[config.mk]
export PLATFORM = sky130hd
export DESIGN_NAME = fetch_unit_32
export DESIGN_NICKNAME = d
export VERILOG_FILES = /design/src/rtl/fetch_unit_32.sv
export SDC_FILE = /design/constraint.sdc
export NUM_CORES = 1
export LEC_CHECK = 0
export BUFFER_PORTS_ARGS = -buffer_cell sky130_fd_sc_hd__buf_2
export CELL_PAD_IN_SITES_DETAIL_PLACEMENT = 1
export CELL_PAD_IN_SITES_GLOBAL_PLACEMENT = 2
export CORE_MARGIN = 4
export CORE_UTILIZATION = 25
export DETAILED_ROUTE_END_ITERATION = 8
export GPL_ROUTABILITY_DRIVEN = 1
export PLACE_DENSITY_LB_ADDON = 0.05
export REMOVE_ABC_BUFFERS = 1
export SYNTH_ARGS = -nofsm -noshare
export SYNTH_HDL_FRONTEND = slang
export SYNTH_SLANG_ARGS = --single-unit
[constraint.sdc]
create_clock -name clk -period 3.71 [get_ports clk]
set_clock_uncertainty 0.1 [all_clocks]
set_input_delay 0.371 -clock clk [delete_from_list [all_inputs] [get_ports clk]]
set_output_delay 0.371 -clock clk [all_outputs]
set_load 0.01 [all_outputs]
[src/rtl/fetch_unit_32.sv]
// -----------------------------------------------------------------------------
// fetch_unit_32
//
// Purpose:
//   Instruction fetch and next-PC sequencer for the 32-bit MIPS core. Owns the
//   program counter and fetches each instruction over a req/ack handshake into
//   an instruction register that feeds the control decoder. While the
//   instruction executes, the decoder's branch/jump/illegal outputs, the ALU
//   zero flag and the jr register value select the next PC.
//
// Configuration macro:
//   FETCH_TRAP_EN - when defined, illegal opcodes, invalid jumps and misaligned
//                   targets halt the unit with a sticky error code. When
//                   undefined, such instructions retire normally: illegal
//                   opcodes and invalid jumps fall through to pc+4, and
//                   misaligned targets have their low two bits cleared.
//
// Ports:
//   clk                 in   rising-edge clock
//   rst_n               in   synchronous active-low reset
//   imem_req            out  fetch request, high only while fetching
//   imem_addr[31:0]     out  fetch address (equals pc)
//   imem_rdata[31:0]    in   instruction word, valid while imem_ack is high
//   imem_ack            in   memory completion strobe
//   branch[1:0]         in   decoder: 10 beq, 11 bne, 0x none
//   jump[1:0]           in   decoder: 00 none, 01 j/jal, 10 jr, 11 invalid
//   err_illegal_opcode  in   decoder illegal-opcode flag
//   alu_zero            in   ALU zero flag of the current instruction
//   jr_target[31:0]     in   rs value used by jr
//   stall               in   hold the current instruction in execute
//   instr[31:0]         out  instruction register
//   opcode[5:0]         out  instr[31:26]
//   funct[5:0]          out  instr[5:0]
//   pc[31:0]            out  address of the current instruction
//   pc_plus4[31:0]      out  pc + 4 (jal link value)
//   instr_valid         out  high while executing
//   instr_retire        out  one-cycle pulse when execution completes
//   halted              out  sticky halt flag
//   err_code[1:0]       out  sticky: 00 none, 01 illegal, 10 bad jump,
//                            11 misaligned target
// -----------------------------------------------------------------------------
module fetch_unit_32 #(
    parameter logic [31:0] RESET_PC = 32'h0000_0000
) (
    input  logic        clk,
    input  logic        rst_n,
    output logic        imem_req,
    output logic [31:0] imem_addr,
    input  logic [31:0] imem_rdata,
    input  logic        imem_ack,
    input  logic [1:0]  branch,
    input  logic [1:0]  jump,
    input  logic        err_illegal_opcode,
    input  logic        alu_zero,
    input  logic [31:0] jr_target,
    input  logic        stall,
    output logic [31:0] instr,
    output logic [5:0]  opcode,
    output logic [5:0]  funct,
    output logic [31:0] pc,
    output logic [31:0] pc_plus4,
    output logic        instr_valid,
    output logic        instr_retire,
    output logic        halted,
    output logic [1:0]  err_code
);

    typedef enum logic [1:0] {
        ST_IDLE  = 2'd0,
        ST_FETCH = 2'd1,
        ST_EXEC  = 2'd2,
        ST_HALT  = 2'd3
    } state_t;

    state_t      state_q, state_d;
    logic [31:0] pc_q, pc_d;
    logic [31:0] instr_q, instr_d;
    logic        halted_q, halted_d;
    logic [1:0]  err_q, err_d;

    logic [31:0] seq_pc;
    logic [31:0] branch_off;
    logic        branch_taken;
    logic [31:0] raw_target;
    logic [31:0] next_pc;
    logic [1:0]  trap_code;
    logic        trap;
    logic        exec_done;

    // Sequential PC and sign-extended word offset of the branch immediate.
    // Both wrap modulo 2^32 by construction of the 32-bit adders.
    assign seq_pc       = pc_q + 32'd4;
    assign branch_off   = {{14{instr_q[15]}}, instr_q[15:0], 2'b00};
    assign branch_taken = branch[1] && (branch[0] ? !alu_zero : alu_zero);

    // Candidate target before any trap or alignment handling. Jumps win over
    // branches; an invalid jump encoding falls through to the branch/sequential
    // choice here and is dealt with by the trap logic below.
    always_comb begin
        raw_target = seq_pc;
        if (jump == 2'b01) begin
            raw_target = {seq_pc[31:28], instr_q[25:0], 2'b00};
        end else if (jump == 2'b10) begin
            raw_target = jr_target;
        end else if (branch_taken) begin
            raw_target = seq_pc + branch_off;
        end
    end

`ifdef FETCH_TRAP_EN
    // Trap classification; earlier checks take priority over later ones.
    always_comb begin
        trap_code = 2'b00;
        if (err_illegal_opcode) begin
            trap_code = 2'b01;
        end else if (jump == 2'b11) begin
            trap_code = 2'b10;
        end else if (raw_target[1:0] != 2'b00) begin
            trap_code = 2'b11;
        end
    end

    assign trap    = (trap_code != 2'b00);
    assign next_pc = raw_target;
`else
    // Without traps, bad instructions simply fall through to the next word and
    // any target is forced onto a word boundary.
    assign trap_code = 2'b00;
    assign trap      = 1'b0;
    assign next_pc   = (err_illegal_opcode || (jump == 2'b11)) ? seq_pc
                                                               : {raw_target[31:2], 2'b00};
`endif

    // An instruction completes in the first execute cycle without a stall.
    assign exec_done = (state_q == ST_EXEC) && !stall;

    // Next-state logic: IDLE -> FETCH -> EXEC -> FETCH ..., with HALT absorbing.
    // The ack is only looked at while fetching, so stray strobes are harmless.
    always_comb begin
        state_d  = state_q;
        pc_d     = pc_q;
        instr_d  = instr_q;
        halted_d = halted_q;
        err_d    = err_q;
        case (state_q)
            ST_IDLE: begin
                state_d = ST_FETCH;
            end
            ST_FETCH: begin
                if (imem_ack) begin
                    instr_d = imem_rdata;
                    state_d = ST_EXEC;
                end
            end
            ST_EXEC: begin
                if (exec_done) begin
                    if (trap) begin
                        state_d  = ST_HALT;
                        halted_d = 1'b1;
                        err_d    = trap_code;
                    end else begin
                        pc_d    = next_pc;
                        state_d = ST_FETCH;
                    end
                end
            end
            ST_HALT: begin
                state_d = ST_HALT;
            end
            default: begin
                state_d = ST_IDLE;
            end
        endcase
    end

    // State register with synchronous reset back to IDLE at RESET_PC.
    always_ff @(posedge clk) begin
        if (!rst_n) begin
            state_q  <= ST_IDLE;
            pc_q     <= RESET_PC;
            instr_q  <= 32'd0;
            halted_q <= 1'b0;
            err_q    <= 2'b00;
        end else begin
            state_q  <= state_d;
            pc_q     <= pc_d;
            instr_q  <= instr_d;
            halted_q <= halted_d;
            err_q    <= err_d;
        end
    end

    // The request and retire strobes are masked by reset so an in-flight fetch
    // is dropped and no write is enabled in the reset cycle itself.
    assign imem_req     = (state_q == ST_FETCH) && rst_n;
    assign imem_addr    = pc_q;
    assign instr        = instr_q;
    assign opcode       = instr_q[31:26];
    assign funct        = instr_q[5:0];
    assign pc           = pc_q;
    assign pc_plus4     = seq_pc;
    assign instr_valid  = (state_q == ST_EXEC);
    assign instr_retire = exec_done && !trap && rst_n;
    assign halted       = halted_q;
    assign err_code     = err_q;

endmodule

; ---- Word level (Yosys, flattened, before mapping)
; Index checks and enable logic that the tools add are counted.
[op_classes]
n_addsub = 2
eq_ne = 8
n_mux = 8
n_reduce_logical = 11
[ops]
columns = cell, count
row1 = $mux 32, 4
row2 = $add 32x3->32 const B, 1
row3 = $add 32x32->32, 1
row4 = $eq 2x2->1 const B, 4
row5 = $pmux 2 s4, 1
row6 = $reduce_and 2->1, 3
row7 = $eq 2x1->1 const B, 2
row8 = $logic_and 1x1->1, 4
row9 = $mux 2, 2
row10 = $logic_not 1->1, 2
row11 = $logic_not 2->1, 1
row12 = $ne 2x1->1 const B, 1
row13 = $ne 2x2->1 const B, 1
row14 = $logic_or 1x1->1, 1
row15 = $mux 1, 1
[word_totals]
register_bits = 66
wordCells = 32

; ---- Longest topological paths before layout
; Gate-level depths: netlist of the first run.
[depth]
depth_word = 7
ltp_mapped = 18
depth_no_buf = 17

; ---- Worst setup path after synthesis of the first run
; Ideal clock, no wire load.
[synth_timing]
kind = register to register
start = reg pc_q[2], in the netlist imem_addr[2]
end = reg pc_q[31], in the netlist imem_addr[31]
setup_time_ns = 0.115
arrival_time_ns = 3.899
path_slack_ns = -0.403
stages_incl_launch_ff = 19
n_path_buf = 1
period_less_slack_ns = 4.113
cell_sequence = dfxtp_1 > ha_1 > and4_1 > and4_1 > and3_4 > and2_4 > nand2_1 > xnor2_1 > ha_1 > clkbuf_1 > a21o_1 > a21o_1 > a41o_1 > a211o_1 > a21oi_1 > and2_4 > o311ai_2 > mux2i_1 > o21a_1
[synth_via]
elab_chain_len = 6
[synth_lines]
columns = element, line_no
row1 = "start, declared", 76  ; logic [31:0] pc_q, pc_d;
row2 = "start signal, assigned", 186  ; pc_q <= pc_d;
row3 = $add 32x3->32, 92  ; assign seq_pc = pc_q + 32'd4;
row4 = named net pc_plus4[22], 61  ; output logic [31:0] pc_plus4,
row5 = $add 32x32->32, 106  ; raw_target = seq_pc + branch_off;
row6 = $mux 32, 105  ; end else if (branch_taken) begin
row7 = $mux 32, 103  ; end else if (jump == 2'b10) begin
row8 = $mux 32, 101  ; if (jump == 2'b01) begin
row9 = $mux 32, 130  ; assign next_pc = (err_illegal_opcode || (jump == 2'b11)) ? seq_pc
; The timed path passes the listed nets, and every way through them passes these cells.
; A chain may end at the register's enable or synchronous reset.

; ---- Final worst setup path of the first run
[layout_timing]
start = reg pc_q[2], in the netlist imem_addr[2]
end = reg pc_q[31], in the netlist imem_addr[31]
[layout_via]
elab_chain_len = 6
[layout_lines]
columns = element, line_no
row1 = $add 32x3->32 (*), 92
row2 = $add 32x32->32, 106
row3 = $mux 32, 105
row4 = $mux 32, 103
row5 = $mux 32, 101
row6 = $mux 32 (*), 130
; Every way passes the cells marked *; elsewhere a longest branch is shown, timed or not.

==> results.txt, run 1 <==
Status: finished, final reports clean
Final hold slack: 0.159 ns
Layout fillers: 3044
Hpwl dp: 23.7 mm
Routed Antenna Nets: 0
Peak Freq: 0.275 GHz
Tmin final: 3.64 ns
Worst skew pair latency: 0.35 ns
Routed WL: 29.9 mm
Clock Root Buffer: clkbuf_16
CTS Buf Count: 9
Syn Inst Count: 832
Worst EP arrival: 3.79 ns
Final Setup Violations: 0
Pre-Repair DR Iteration Count: 4
CTS Sinks: 64
Leakage: 0.00422 µW
Vias per cell: 5.02
Top cell type by total area after synthesis: dfxtp_1
Power Total: 2310 µW
Worst-path clk slew: 0.07 ns
Port bufs: 208
GR Overflow Total: 0
Synth cell types: 76
Cell area after layout: 0.00870 mm²
Layout cells sized above 1: 38.6%
CTS tree: done
Via count: 7184
Rel. slew slack: 44.3%
Critical Path RT: 3.86 ns
Die area: 0.0271 mm²
Die X-Extent: 165 µm
Synth top area cells: dfxtp_1 21%, nand2_1 7.8%, ha_1 7.3%
H-tree levels: 3
CTS Buffer Depth: 2
Area grow syn2layout: 41.8%
Slowest cell on crit path: dfxtp_2
Fin crit share: 98.1%
Placed instance area: 0.00808 mm²
Post-synth EDFFs: 0
Initial Utilization: 25.3%
Hold crit path type: in -> reg
Total of max-cap violations: 0
Placed cells: 1409
Ant diodes: 0
VDD IR-drop max: 0.193 mV
Core footprint: 0.0242 mm²
First-pass GRT wire length: 44.8 mm
Io pins: 220
Final net count: 1212
Yosys reg bits: 64
Cts hold-fix bufs: 0
Crit-path max FO: 4
Yosys Warn Count: 0
DRC viols: 0
WL per Instance: 20.9 µm
Crit Path Class: reg -> reg
Synth Area per Inst: 7.37 µm²
Antenna violations before repair: 2
Pwr dens: 266 mW/mm²
Post-synth top flop: dfxtp_1
DR iter-0 viols: 301
Top-area cell type share of the netlist area: 20.9%
Vias in the first global route: 7275
Worst-path cell chain: ha_4 > and4_4 > and4_4 > and3_4 > and2_4 > nand2_4 > xnor2_2 > ha_1 > a21o_1 > a21o_1 > a41o_1 > a211o_1 > a21oi_2 > and2_4 > o311ai_2 > mux2i_1 > o21a_1
Slowest stage delay, CP: 0.36 ns
Final Slew Violations: 0
CP Launch Type: flip-flop
Total GRT Usage: 21.9%
Final hold viol count: 0
Leading cell type in the layout, fill and taps excluded: buf_2
Most frequent cells in the layout: 208 x buf_2, 141 x buf_4, 126 x nand2_1
Asr flop ratio synth: 0%
Die height: 165 µm
GP Congestion: 0.904
Post-synthesis cell area: 0.00613 mm²
Endpoint class of the critical path: flip-flop
Post-synthesis sequential area ratio: 20.9%
Final Non-Filler Cells: 1430
Setup TNS Final: 0 ns
Worst-Margin Slew: 0.833 ns
Row count: 57
Unrepaired setup endpoints after global routing: true
Largest net degree at the start of global routing: 35
flip-flops by register name (all words and copies together), names as in the netlist:
signal     cells
imem_addr     30
instr         32
state_q        2
cells in the mapped netlist (16+ instances only):
| master | n |
|---|---|
| a21boi_0 | 33 |
| a21o_1 | 17 |
| a21oi_1 | 60 |
| a221oi_1 | 16 |
| buf_4 | 51 |
| clkbuf_1 | 40 |
| dfxtp_1 | 64 |
| ha_1 | 36 |
| inv_1 | 18 |
| nand2_1 | 128 |
| nand3_1 | 24 |
| nor2_1 | 35 |
| o211ai_1 | 23 |
| o21ai_0 | 55 |
| xnor2_1 | 28 |
| xor2_1 | 22 |
metal layers:
layer  vias up  share of wire (%)  wire, µm  track usage (%)
met4         2               0.74       222             3.52
met5         -              0.044        13                0
met2       170                 47     14200             36.0
li1       3511                  -         -                -
met3        21                4.8      1450             3.72
met1      3480                 47     14000             30.5
worst max-delay path: cells and delay by family, from the launching register on:
kind | cells | cell delay, ns
DFF | 1 | 0.36
AOI/OAI and AO/OA | 7 | 1.25
xor gates and xnor gates | 1 | 0.13
muxes | 1 | 0.14
and+or+nand+nor | 6 | 1.07
adders and majority gates | 2 | 0.46
where the power goes:
group	leakage (µW)	switching, µW	internal [µW]
Combinational	0.00354	325	229
Sequential	0.000522	35.2	715
Clock	0.000157	411	598
Total	0.00422	771	1540
final cells by class:
class                           count  area [µm²]  area share [%]
Multi-Input combinational cell    656        4470            51.5
Sequential cell                    64        1290            14.8
Clock buffer                        9         225            2.59
Clock inverter                      7         103            1.18
Inverter                           19        71.3           0.820
Tap cell                          324         405            4.66
Timing Repair Buffer              351        2130            24.5
logic make-up after synthesis:
| logic type | after synthesis | synth area share [%] |
|---|---|---|
| other cells | 1 | 0.0612 |
| flops | 64 | 20.9 |
| xor+xnor | 51 | 7.41 |
| simple gates | 261 | 19.9 |
| buf+inv | 120 | 10.6 |
| fa+ha+maj | 37 | 7.67 |
| compound gates | 293 | 32.6 |
| mux | 5 | 0.857 |
final timing paths:
check | endpoint | depth (start not counted) | slack, ns | start
hold reg to reg | instr[31] | 2 | 0.38 | instr[31]
hold / removal | instr[6] | 3 | 0.16 | imem_rdata[6]
setup / recovery | imem_addr[31] | 17 | 0.07 | imem_addr[2]
setup reg to reg | imem_addr[31] | 17 | 0.07 | imem_addr[2]
repair_timing:
action | 4_1_cts | 5_1_grt
cloned | 0 | 0
pin swaps | 2 | 20
buffers inserted | 0 | 5
resized for setup | 7 | 40
setup endpoints to repair | 6 | 12
through the flow:
step	setup slack (ns)	util, %
after floorplan	-0.387	-
after global routing	-0.109	35.9
final	0.0723	35.9
after detailed placement	-0.0976	33.3
after CTS	0.00910	34.8
after global placement	-0.0583	33.3
Power figures use the tool's default switching activity.
==> run 2: changes to the inputs <==
--- a/constraint.sdc
+++ b/constraint.sdc
@@ -3,3 +3,3 @@
 set_input_delay 0.371 -clock clk [delete_from_list [all_inputs] [get_ports clk]]
 set_output_delay 0.371 -clock clk [all_outputs]
-set_load 0.01 [all_outputs]
+set_load 0.02 [all_outputs]
==> results.txt, run 2 (synthesized netlist as in run 1, its figures left out) <==
Status: finished, final reports clean
CTS Sinks: 64 (unchanged)
R2r endpoint: imem_addr[27]
Final net count: 1214 (+0.17%)
Initial Utilization: 25.3% (unchanged)
Hold endpoint: instr[5]
Cts hold-fix bufs: 0 (unchanged)
Hpwl dp: 23.5 mm (-0.86%)
Slowest stage delay, CP: 0.35 ns (about the same)
Pwr dens: 270 mW/mm² (+1.5%)
VDD IR-drop max: 0.213 mV (+10%)
Reg area: 0.00128 mm² (about the same)
M1 GR Usage: 31.1% (+0.61 points)
Origin of the critical flop-to-flop path: imem_addr[3]
CP Launch Type: flip-flop
Most frequent cells in the layout: 208 x buf_2, 145 x buf_4, 125 x nand2_1
Multi-input gate area: 0.00448 mm² (about the same)
Die area: 0.0271 mm² (unchanged)
Reg2reg setup slack: 0.10 ns (+0.03 ns)
Core footprint: 0.0242 mm² (unchanged)
Critical Path Source: imem_addr[3]
H-tree levels: 3 (unchanged)
Port bufs: 208 (unchanged)
Layout cells sized above 1: 38.7% (+0.11 points)
Layout fillers: 3048 (+0.13%)
Fin worst setup slack: 0.102 ns (+0.0301 ns)
Final Setup Violations: 0 (unchanged)
Leading cell type in the layout, fill and taps excluded: buf_2
Largest register FFs: 32 (unchanged)
GR Util met2: 36.5% (+0.45 points)
Area grow syn2layout: 41.8% (about the same)
CTS Buffer Depth: 2 (unchanged)
DRC viols: 0 (unchanged)
Total of max-cap violations: 0 (unchanged)
Vias per cell: 5.00 (-0.57%)
Worst hold start: imem_rdata[5]
DR iter-0 viols: 270 (-10%)
Final Slew Violations: 0 (unchanged)
Crit Path Class: reg -> reg
Final hold viol count: 0 (unchanged)
Critical Path RT: 3.89 ns (+0.03 ns)
GR Overflow Total: 0 (unchanged)
Worst EP arrival: 3.79 ns (about the same)
Die height: 165 µm (unchanged)
Worst skew pair latency: 0.35 ns (about the same)
Die X-Extent: 165 µm (unchanged)
Largest net degree at the start of global routing: 40 (+14%)
WL per Instance: 21.1 µm (+0.95%)
Fin crit share: 97.2% (-0.81 points)
GP Congestion: 0.873 (-3.4%)
Tmin final: 3.61 ns (-0.0301 ns)
Total GRT Usage: 22.0% (+0.19 points)
Vias in the first global route: 7397 (+1.7%)
First-pass GRT wire length: 45.2 mm (+0.91%)
Leakage: 0.00424 µW (+0.36%)
Grt met3 use: 3.29% (-0.42 points)
Routed WL: 30.2 mm (+1.2%)
Io pins: 220 (unchanged)
Slowest cell on crit path: dfxtp_2
Rel. slew slack: 38.0% (-6.2 points)
Crit-path max FO: 4 (unchanged)
Row count: 57 (unchanged)
Unrepaired setup endpoints after global routing: true
Clock Root Buffer: clkbuf_16
CTS tree: done
R2R depth: 17 (unchanged)
Worst Hold Depth: 3 (unchanged)
Most Crowded Layer GR: met2
CTS Buf Count: 9 (unchanged)
Hold crit path type: in -> reg
Worst-Margin Slew: 0.929 ns (+0.0968 ns)
Via count: 7158 (-0.36%)
Routed Antenna Nets: 0 (unchanged)
Peak Freq: 0.277 GHz (+0.83%)
Antenna violations before repair: 3 (+1)
Endpoint class of the critical path: flip-flop
Util after Layout: 35.9% (about the same)
Worst-path clk slew: 0.07 ns (about the same)
Pre-Repair DR Iteration Count: 5 (+1)
Worst-path cell chain: ha_4 > and4_4 > and4_4 > and3_4 > and2_4 > nand2_4 > xnor2_2 > ha_1 > a21o_1 > a21o_1 > a41o_1 > a211o_1 > a21oi_2 > and2_4 > xnor2_1 > o21ai_1 > a21oi_1
Worst slack, placed: -0.102 ns (-0.00437 ns)
run 2: cell types whose count changed in the layout (fill, tap and decap cells not counted), sizes merged:
cell | previous run | this run
inv | 21 | 20
clkinv | 2 | 3
diode | 0 | 1
buf | 351 | 353
run 2: how the worst max path moves through the flow:
stage / end / slack [ns] / cells past startpoint
6_report: imem_addr[27] / 0.10 / 17
2_1_floorplan: imem_addr[31] / -0.74 / 17
4_1_cts: imem_addr[31] / 0.01 / 15
5_1_grt: imem_addr[31] / -0.08 / 17
3_3_place_gp: imem_addr[31] / -0.06 / 15
3_5_place_dp: imem_addr[31] / -0.10 / 17
run 2: worst max-delay path: cells and delay by family, from the launching register on:
| family | cells | cell delay (ns) |
|---|---|---|
| flip-flops | 1 | 0.35 |
| AND/OR/NAND/NOR | 6 | 1.04 |
| adder cells (fa/ha/maj) | 2 | 0.46 |
| XOR/XNOR | 2 | 0.30 |
| AO/OA/AOI/OAI | 7 | 1.26 |
run 2: layer usage:
metal | vias to the layer above | part of all wire (%)
met2 | 153 | 47
met4 | 4 | 0.54
met1 | 3466 | 48
li1 | 3521 | -
met3 | 14 | 4.2
met5 | - | 0.11
run 2: cell type report:
class                      count  share of cell area [%]
inverter                      19                   0.820
multi-input combinational    656                    51.5
timing repair buffer         353                    24.5
clock inverter                 7                    1.18
antenna                        1                  0.0288
sequential                    64                    14.8
tap                          324                    4.66
clock buffer                   9                    2.59
run 2: power breakdown:
part	switching [µW]	total, µW	internal [µW]
logic	371	598	226
registers	34.9	750	715
clock network	403	1000	597
run 2: timing repair:
item,CTS,global route
pin swaps,2,25
gates resized for setup,6,40
cloned,0,0
setup endpoints to repair,6,12
buffers inserted,0,6
run 2: metrics by stage:
stage	area (µm²)	hold slack, ns	instances	total power, µW	setup TNS, ns
3_5_place_dp	8080	0.370	1410	1350	-0.230
4_1_cts	8430	0.149	1426	2370	0
6_report	8700	0.163	1433	2350	0
3_3_place_gp	8080	0.363	1410	1350	-0.0922
5_1_grt	8700	0.165	1432	2460	-0.289
2_1_floorplan	5580	0.374	739	1050	-5.03
==> run 3: changes to the inputs <==
Settings changed: ABC_CLOCK_PERIOD_IN_PS set to 3710, CORE_MARGIN 4 to 5, SETUP_SLACK_MARGIN set to 0.4.
==> results.txt, run 3 (synthesized netlist as in run 1, its figures left out) <==
Total GRT Usage: 21.5% (-0.59 points)
Worst Hold Depth: 3 (unchanged)
Initial Utilization: 25.3% (unchanged)
Slowest stage delay, CP: 0.48 ns (+0.13 ns)
Status: finished, final reports clean
CTS Buf Count: 9 (unchanged)
Layout fillers: 3024 (-0.79%)
R2r endpoint: imem_addr[31]
Peak Freq: 0.279 GHz (+0.66%)
DR iter-0 viols: 293 (+8.5%)
Leakage: 0.00443 µW (+4.6%)
VDD IR-drop max: 0.167 mV (-21%)
CP Launch Type: flip-flop
Ant diodes: 0 (-1)
Hpwl dp: 23.8 mm (+1.5%)
Port bufs: 208 (unchanged)
Final Setup Violations: 0 (unchanged)
CTS Buffer Depth: 2 (unchanged)
Reg area: 0.00130 mm² (+0.97%)
WL per Instance: 21.3 µm (+1.0%)
Routed WL: 30.7 mm (+1.7%)
Rel. slew slack: 41.8% (+3.8 points)
Worst-path clk slew: 0.07 ns (about the same)
Power Total: 2430 µW (+3.7%)
Worst EP arrival: 3.78 ns (about the same)
Endpoint class of the critical path: flip-flop
Worst hold start: imem_rdata[5]
Hold crit path type: in -> reg
Tmin final: 3.58 ns (-0.0238 ns)
Fin crit share: 96.6% (-0.64 points)
R2R depth: 15 (-2)
Io pins: 220 (unchanged)
Area grow syn2layout: 48.3%
Multi-input gate area: 0.00476 mm² (+6.4%)
Final Slew Violations: 0 (unchanged)
Routed Antenna Nets: 0 (unchanged)
CTS Sinks: 64 (unchanged)
Unrepaired setup endpoints after global routing: true
Setup TNS Final: 0 ns (unchanged)
H-tree levels: 3 (unchanged)
Core footprint: 0.0242 mm² (unchanged)
Origin of the critical flop-to-flop path: imem_addr[2]
Die X-Extent: 167 µm (+1.2%)
Critical path's top delay family: compound AO/OA/AOI/OAI gates
Final hold viol count: 0 (unchanged)
Slowest cell on crit path: a2111o_1
Largest register FFs: 32 (unchanged)
Clock Root Buffer: clkbuf_16
Leading cell type in the layout, fill and taps excluded: buf_2
Crit Path Class: reg -> reg
GP Congestion: 0.879 (+0.61%)
Hold endpoint: instr[5]
Fin worst setup slack: 0.126 ns (+0.0238 ns)
Row count: 57 (unchanged)
Total of max-cap violations: 0 (unchanged)
Crit path buf inv count: 1 (+1)
Final net count: 1224 (+0.82%)
Worst-path cell chain: ha_4 > and4_4 > nand2_4 > or3_4 > xnor2_4 > ha_4 > nand2_4 > o21ai_2 > inv_2 > o221a_1 > a2111o_1 > and2_4 > o311ai_4 > mux2i_1 > o21a_1
Reg2reg setup slack: 0.13 ns (+0.02 ns)
Critical Path RT: 3.91 ns (+0.02 ns)
Crit-path max FO: 6 (+2)
Pwr dens: 268 mW/mm² (-0.76%)
Die area: 0.0278 mm² (+2.4%)
Antenna violations before repair: 2 (-1)
Worst slack, placed: -0.123 ns (-0.0209 ns)
First-pass GRT wire length: 46.9 mm (+3.8%)
CTS tree: done
Worst skew pair latency: 0.36 ns (about the same)
GR Overflow Total: 0 (unchanged)
Largest net degree at the start of global routing: 41 (+2.5%)
Worst-Margin Slew: 0.870 ns (-0.0598 ns)
Layout cells sized above 1: 42.7% (+3.9 points)
Pre-Repair DR Iteration Count: 4 (-1)
Via count: 7293 (+1.9%)
Vias in the first global route: 7614 (+2.9%)
DRC viols: 0 (unchanged)
Die height: 167 µm (+1.2%)
Most frequent cells in the layout: 208 x buf_2, 154 x buf_4, 122 x nand2_1
Vias per cell: 5.06 (+1.3%)
-- run 3: cell types whose count changed in the layout (fill, tap and decap cells not counted), moves of 5 or more --
cell     before  now
buf_4       145  154
xnor2_1      23   15
dfxtp_1      61   55
ha_4          6   11
o21ai_2       2    7
xnor2_2       6   11
-- run 3: worst max path at each step --
stage	from	endpoint	slack, ns	cells after the start
final	imem_addr[2]	imem_addr[31]	0.13	15
after global routing	imem_addr[2]	imem_addr[31]	0.005	15
after CTS	imem_addr[3]	imem_addr[31]	0.13	17
after detailed placement	imem_addr[2]	imem_addr[27]	-0.12	17
after global placement	imem_addr[2]	imem_addr[31]	-0.09	17
after floorplan	imem_addr[2]	imem_addr[31]	-0.74	17
-- run 3: metrics by stage --
step	hold slack (ns)	cell area, µm²	util [%]	cells
final	0.156	9090	37.5	1442
after global routing	0.163	9090	37.5	1442
after CTS	0.144	8810	36.3	1436
after detailed placement	0.376	8070	33.3	1409
after global placement	0.362	8070	33.3	1409
after floorplan	0.374	5580	-	739
-- run 3: area by class of cell --
type                    count  area share (%)
flip-flops and latches     64            14.3
clock buffers               9            2.48
clock inverters             7            1.32
multi-input cells         656            52.4
well taps                 324            4.46
inverters                  19           0.784
repair buffers            363            24.3
-- run 3: repair_timing --
item,CTS,global route
setup endpoints to repair,16,18
gates cloned,0,0
buffers inserted,11,6
gates resized for setup,59,40
hold buffers,0,0
pin swaps,39,37
endpoints found under the hold margin,0,0
-- run 3: where the power goes --
group	internal, µW	switching (µW)
sequential	714	36.2
clock	659	407
combinational	238	380
-- run 3: worst min-delay path: cells and delay by family --
family	cells	cell delay, ns
buf+inv	1	0.10
compound gates	1	0.06
simple gates	1	0.04
-- run 3: metal layers --
layer  global-route usage [%]  up-vias  wire length (µm)
li1                         -     3534                 -
met1                     30.0     3580             14900
met2                     35.9      157             14400
met3                     3.34       18              1100
met4                     2.92        4               217
met5                        0        -                34
